===== config.mk =====
export PLATFORM = sky130hd
export DESIGN_NAME = alu_seq
export DESIGN_NICKNAME = d
export VERILOG_FILES = /design/src/rtl/alu_seq.sv
export SDC_FILE = /design/constraint.sdc
export NUM_CORES = 1
export LEC_CHECK = 0
export CORE_ASPECT_RATIO = 0.8
export CORE_MARGIN = 8
export CORE_UTILIZATION = 50
export DETAILED_ROUTE_END_ITERATION = 6
export GPL_TIMING_DRIVEN = 0
export HOLD_SLACK_MARGIN = 0.1
export MAX_ROUTING_LAYER = met4
export PLACE_DENSITY = 0.79
export SYNTH_ARGS = -nofsm -noshare
export SYNTH_HDL_FRONTEND = slang
export SYNTH_SLANG_ARGS = --single-unit

===== constraint.sdc =====
create_clock -name clk -period 7.53 [get_ports clk]
set_clock_uncertainty 0.05 [all_clocks]
set_input_delay 1.8825 -clock clk [delete_from_list [all_inputs] [get_ports clk]]
set_output_delay 1.8825 -clock clk [all_outputs]
set_load 0.02 [all_outputs]

===== src/rtl/alu_seq.sv =====
// Sequential ALU with a valid/ready request and result handshake.
// Single-cycle ops go through EXEC; DIV/REM use a restoring divider.
module alu_seq #(
  parameter int unsigned WIDTH = 8
) (
  input  logic                 clk,
  input  logic                 rst,
  input  logic                 in_valid,
  output logic                 in_ready,
  input  logic [3:0]           op,
  input  logic [WIDTH-1:0]     a,
  input  logic [WIDTH-1:0]     b,
  output logic                 out_valid,
  input  logic                 out_ready,
  output logic [2*WIDTH-1:0]   result,
  output logic                 flag_zero,
  output logic                 flag_carry,
  output logic                 flag_err
);

  localparam int unsigned CntW = $clog2(WIDTH + 1);

  typedef enum logic [1:0] {StIdle, StExec, StDiv, StDone} state_e;

  state_e               state_q;
  logic [3:0]           op_q;
  logic [WIDTH-1:0]     a_q, b_q;
  logic [WIDTH-1:0]     rem_q, quo_q;
  logic [CntW-1:0]      cnt_q;
  logic [2*WIDTH-1:0]   result_q;
  logic                 zero_q, carry_q, err_q, out_valid_q;

  logic [2*WIDTH-1:0]   alu_res, a_x, b_x, div_res;
  logic [WIDTH:0]       sum;
  logic                 alu_carry, alu_err;
  logic [WIDTH:0]       rem_sh;
  logic [WIDTH+1:0]     trial;
  logic [WIDTH-1:0]     rem_nxt, quo_nxt;

  assign in_ready   = (state_q == StIdle) && !rst;
  assign out_valid  = out_valid_q;
  assign result     = result_q;
  assign flag_zero  = zero_q;
  assign flag_carry = carry_q;
  assign flag_err   = err_q;

  assign a_x = {{WIDTH{1'b0}}, a_q};
  assign b_x = {{WIDTH{1'b0}}, b_q};
  assign sum = {1'b0, a_q} + {1'b0, b_q};

  always_comb begin
    alu_res   = '0;
    alu_carry = 1'b0;
    alu_err   = 1'b0;
    case (op_q)
      4'd0: begin
        alu_res   = {{(WIDTH-1){1'b0}}, sum};
        alu_carry = sum[WIDTH];
      end
      4'd1: begin
        alu_res   = {{WIDTH{1'b0}}, a_q - b_q};
        alu_carry = a_q < b_q;
      end
      4'd2:  alu_res = a_x * b_x;
      // DIV/REM only reach EXEC when the divisor is zero
      4'd3, 4'd13: begin
        alu_res = '1;
        alu_err = 1'b1;
      end
      4'd4:  alu_res = {{WIDTH{1'b0}}, a_q & b_q};
      4'd5:  alu_res = {{WIDTH{1'b0}}, a_q | b_q};
      4'd6:  alu_res = {{WIDTH{1'b0}}, ~a_q};
      4'd7:  alu_res = {{WIDTH{1'b0}}, ~b_q};
      4'd8:  alu_res = a_x * a_x;
      4'd9:  alu_res = b_x * b_x;
      4'd10: alu_res = {(2*WIDTH){a_q < b_q}};
      4'd11: alu_res = {(2*WIDTH){a_q == b_q}};
      4'd12: alu_res = {(2*WIDTH){a_q > b_q}};
      default: alu_err = 1'b1;
    endcase
  end

  // One restoring step: shift the next dividend bit in, subtract if it fits
  always_comb begin
    rem_sh = {rem_q, quo_q[WIDTH-1]};
    trial  = {1'b0, rem_sh} - {2'b00, b_q};
    if (trial[WIDTH+1]) begin
      rem_nxt = rem_sh[WIDTH-1:0];
      quo_nxt = {quo_q[WIDTH-2:0], 1'b0};
    end else begin
      rem_nxt = trial[WIDTH-1:0];
      quo_nxt = {quo_q[WIDTH-2:0], 1'b1};
    end
  end

  assign div_res = {{WIDTH{1'b0}}, (op_q == 4'd3) ? quo_q : rem_q};

  always_ff @(posedge clk) begin
    if (rst) begin
      state_q     <= StIdle;
      op_q        <= '0;
      a_q         <= '0;
      b_q         <= '0;
      rem_q       <= '0;
      quo_q       <= '0;
      cnt_q       <= '0;
      result_q    <= '0;
      zero_q      <= 1'b0;
      carry_q     <= 1'b0;
      err_q       <= 1'b0;
      out_valid_q <= 1'b0;
    end else begin
      case (state_q)
        StIdle: begin
          if (in_valid) begin
            op_q  <= op;
            a_q   <= a;
            b_q   <= b;
            rem_q <= '0;
            quo_q <= a;
            cnt_q <= '0;
            if ((op == 4'd3 || op == 4'd13) && b != '0) state_q <= StDiv;
            else                                        state_q <= StExec;
          end
        end
        StExec: begin
          result_q    <= alu_res;
          zero_q      <= (alu_res == '0);
          carry_q     <= alu_carry;
          err_q       <= alu_err;
          out_valid_q <= 1'b1;
          state_q     <= StDone;
        end
        StDiv: begin
          // WIDTH shift-subtract steps, then one cycle to register the answer
          if (cnt_q == CntW'(WIDTH)) begin
            result_q    <= div_res;
            zero_q      <= (div_res == '0);
            carry_q     <= 1'b0;
            err_q       <= 1'b0;
            out_valid_q <= 1'b1;
            state_q     <= StDone;
          end else begin
            rem_q <= rem_nxt;
            quo_q <= quo_nxt;
            cnt_q <= cnt_q + CntW'(1);
          end
        end
        StDone: begin
          if (out_ready) begin
            out_valid_q <= 1'b0;
            state_q     <= StIdle;
          end
        end
        default: state_q <= StIdle;
      endcase
    end
  end

endmodule

==> results.json <==
{
  "rsz0062_at_grt": "no",
  "pwr-share-seq_pct": 20.3,
  "tritoncts": "done",
  "worstSetupPathType": "flip-flop to flip-flop",
  "drt.antenna.violating_nets": 0,
  "finalHoldWorstSlack_ns": 0.408,
  "synthesis.instances": 1281,
  "first_pass_grt_wire_length_mm": 51.5,
  "p_int_w": 0.00122,
  "number_of_buffers_added_by_the_clock_tree_synthesis_step": 9,
  "worst_path_most_repeated_cell": "sky130_fd_sc_hd__fa_1",
  "cts_resized": 0,
  "routability_congestion_estimate": 1.01,
  "min_period_ns": 6.63,
  "worstSetupStartpointType": "flip-flop",
  "cts_max_path_buffers": 2,
  "end_kind": "flip-flop",
  "fmaxAchievable_mhz": 151,
  "dp_hpwl_mm": 26.1,
  "layout.nets": 1583,
  "syn2layout_area_growth_pct": 11.1,
  "overflow": 0,
  "setup_viol_count_final": 0,
  "power_frac_clock_pct": 19.5,
  "max-cap-violations": 0,
  "worst_skew_pair.late_latency_ns": 0.33,
  "slew_at_the_pin_closest_to_its_max_slew_limit_ns": 1.16,
  "antenna_cells_inserted": 0,
  "share_of_synthesized_registers_carrying_an_async_set_or_reset_pct": 0,
  "cts_setup_buffers": 0,
  "hold_start": "result[5]",
  "synth-seq-cells": 62,
  "synth.distinct_cells": 78,
  "cellPowerDensity_nw_per_um2": 217,
  "width_of_the_chip_microns": 174,
  "first_global_vias": 9249,
  "crit_chain": "clkbuf_1 -> inv_1 -> clkbuf_1 -> nor2_1 -> fa_1 -> fa_1 -> inv_1 -> fa_1 -> fa_1 -> inv_1 -> ha_1 -> nor2b_1 -> a221oi_1 -> a21oi_1 -> or3_1 -> a211oi_1 -> and3_1 -> and4b_1 -> a32o_1",
  "routed_via_density": 6.00,
  "p_leak_nw": 5.17,
  "cts_root_buf": "sky130_fd_sc_hd__clkbuf_16",
  "regToRegStartpoint": "b_q[5]",
  "crit_arrival_ns": 6.85,
  "irDropWorstVdd_mv": 0.165,
  "critPathSlowestCell": "sky130_fd_sc_hd__fa_1",
  "holdCritPathClass": "flip-flop to flip-flop",
  "timing_hold_violations_final": 0,
  "port-buffer-count": 44,
  "floorplan.die_area_sq_um": 24800,
  "swShare_pct": 49.3,
  "post-route-cell-area_sq_um": 11100,
  "floorplan.core_area_sq_um": 19700,
  "cts_sinks": 62,
  "edff_count_synth": 0,
  "cp-startpoint": "b_q[5]",
  "cp.required_ns": 7.76,
  "cts-hold-fix-buffers": 0,
  "initialDrtViolationCount": 1052,
  "grt_util_all_layers_pct": 27.3,
  "setup_tns_ns": 0,
  "final.period_utilization_pct": 88.0,
  "final_core_util_pct": 56.2,
  "detailroute.via_count": 9632,
  "power.net_switching_w": 0.00119,
  "remaining_drc_errors": 0,
  "power.total_w": 0.00241,
  "htreeDepth": 3,
  "placed_area_sq_um": 10800,
  "timing.critical_path.fanout_max": 13,
  "drive_gt1_share_pct": 4.25,
  "avgSynthCellArea_sq_um": 7.80,
  "status": "finished clean",
  "initial_utilization_pct": 50.6,
  "std_cell_rows": 46,
  "synth_sequential_area_ratio_pct": 12.4,
  "stage_delay_of_the_slowest_cell_on_the_critical_path_ns": 0.54,
  "io_pins": 45,
  "p_comb_share_pct": 60.2,
  "largest_net_degree_at_the_start_of_global_routing": 14,
  "yosysWarningCount": 0,
  "cts.reportedPaths.clkPinSlew_ns": 0.06,
  "die_height_microns": 142,
  "antenna_found_initial": 0,
  "drt-pass1-iter-count": 5,
  "yosys_most_used_dff": "sky130_fd_sc_hd__dfxtp_1",
  "maxSlewViolCount": 0,
  "synth_nets": 1528,
  "route.final.wire_length_mm": 32.8,
  "synth.cell_area_sq_um": 10000,
  "slew_headroom_pct": 22.3,
  "wl_per_cell_microns": 20.5
}
[through the flow]
step / worst slack [ns] / instances
6_report: 0.904 / 1605
5_1_grt: 0.709 / 1605
4_1_cts: 1.03 / 1605
3_5_place_dp: 1.06 / 1589
3_3_place_gp: 1.07 / 1589
2_1_floorplan: 2.27 / 1281
[synth_stat cells, drive strengths merged (3+ instances only)]
master    n  share of area, %
nor2b     9              0.56
nand2b   15              0.94
nor4b     4              0.63
a221oi    9              0.79
o21bai    8              0.60
and3      5              0.31
nor4     14               1.1
nor3b     8              0.60
a211oi   25               1.9
o21ai    47               2.4
nand2   145               5.4
a22oi    10              0.75
nor3     17              0.90
a31oi     9              0.56
o21a      9              0.68
o22ai     6              0.38
o31ai     3              0.23
nor2    164               6.2
nand3    17              0.85
o211ai   10              0.75
dfxtp    62                12
ha      134                17
clkbuf   37               1.4
or2       6              0.38
and2      4              0.25
xnor2    27               2.4
xor2     13               1.1
or3       4              0.25
fa       89                18
buf      17               1.1
a21oi    81               4.1
a211o     9              0.79
o31a      4              0.35
nand4     5              0.31
o221ai    5              0.50
mux2i    25               2.5
inv     179               6.7
a21o     12              0.90
[per-layer routing]
metal  routed length [microns]  GRT usage (%)
met3                      4010           8.75
met1                     14100           36.1
met2                     13900           39.6
met4                       913           7.50
met5                         0              -
[layout make-up]
class | count | area, sq um
buffer | 54 | 244
clock buffer | 11 | 253
inverter | 180 | 676
tap | 264 | 330
timing repair buffer | 44 | 440
fill | 1875 | 8640
sequential | 62 | 1240
clock inverter | 5 | 81.3
multi-input combinational | 985 | 7840
[final timing paths]
check	end	slack, ns	depth (start not counted)
max	flag_zero	0.90	19
min	result[5]	0.41	2
max reg2reg	flag_zero	0.90	19
min reg2reg	result[5]	0.41	2
[cells in the final DEF, fill, tap and decap left out, types with 5 or more instances in the layout]
cell type | synthesis | layout
sky130_fd_sc_hd__fa_1 | 89 | 89
sky130_fd_sc_hd__o211ai_1 | 10 | 10
sky130_fd_sc_hd__nor3_1 | 16 | 16
sky130_fd_sc_hd__a31oi_1 | 9 | 9
sky130_fd_sc_hd__xnor2_1 | 27 | 27
sky130_fd_sc_hd__o21ai_1 | 7 | 7
sky130_fd_sc_hd__nand3_1 | 17 | 17
sky130_fd_sc_hd__and3_1 | 5 | 5
sky130_fd_sc_hd__nor4_1 | 12 | 12
sky130_fd_sc_hd__nor2_1 | 163 | 163
sky130_fd_sc_hd__a21o_1 | 12 | 12
sky130_fd_sc_hd__dfxtp_1 | 62 | 62
sky130_fd_sc_hd__nand2b_1 | 15 | 15
sky130_fd_sc_hd__ha_1 | 134 | 134
sky130_fd_sc_hd__o21a_1 | 9 | 9
sky130_fd_sc_hd__a22oi_1 | 10 | 10
sky130_fd_sc_hd__nand2_1 | 145 | 145
sky130_fd_sc_hd__clkbuf_1 | 37 | 37
sky130_fd_sc_hd__clkbuf_16 | 0 | 9
sky130_fd_sc_hd__a221oi_1 | 9 | 9
sky130_fd_sc_hd__xor2_1 | 13 | 13
sky130_fd_sc_hd__buf_2 | 9 | 9
sky130_fd_sc_hd__clkdlybuf4s50_1 | 0 | 44
sky130_fd_sc_hd__nor2b_1 | 9 | 9
sky130_fd_sc_hd__a211oi_1 | 25 | 25
sky130_fd_sc_hd__nand4_1 | 5 | 5
sky130_fd_sc_hd__inv_1 | 175 | 175
sky130_fd_sc_hd__a21oi_1 | 79 | 79
sky130_fd_sc_hd__o21bai_1 | 8 | 8
sky130_fd_sc_hd__nor3b_1 | 8 | 8
sky130_fd_sc_hd__o22ai_1 | 6 | 6
sky130_fd_sc_hd__a211o_1 | 9 | 9
sky130_fd_sc_hd__or2_2 | 6 | 6
sky130_fd_sc_hd__o21ai_0 | 40 | 40
sky130_fd_sc_hd__mux2i_1 | 25 | 25
[logic make-up (layout without fill, tap and decap cells)]
kind of cell / Yosys count / in the layout / share of synthesized area, %
and+or+nand+nor: 427 / 427 / 19.7
AOI/OAI and AO/OA: 267 / 267 / 17.5
buffers and inverters: 234 / 294 / 9.20
adders and majority gates: 223 / 223 / 34.6
DFF: 62 / 62 / 12.4
xor gates and xnor gates: 40 / 40 / 3.50
muxes: 28 / 28 / 3.07
[power groups by stage]
stage,Combinational (W),Clock (W),Sequential [W]
after floorplan,0.000954,0,0.000485
after global placement,0.00138,0,0.000487
after CTS,0.00141,0.000468,0.000483
after global routing,0.00157,0.000486,0.000495
final,0.00145,0.000469,0.000488
after detailed placement,0.00139,0,0.000489
[registers in the layout, summed over array words and instances, names as in the netlist]
register,cells
out_valid,1
op_q,4
rem_q,8
b_q,8
a_q,8
state_q,2
cnt_q,4
flag_err,1
flag_carry,1
flag_zero,1
result,16
quo_q,8
[worst max-delay path, delay by kind of cell (launching register included)]
family / cells / cell delay, ns
AOI/OAI and AO/OA: 4 / 1.08
adders and majority gates: 5 / 2.32
buffers and inverters: 5 / 1.35
DFF: 1 / 0.34
and+or+nand+nor: 5 / 1.42
Note: power is estimated with default switching activity, not from simulation.
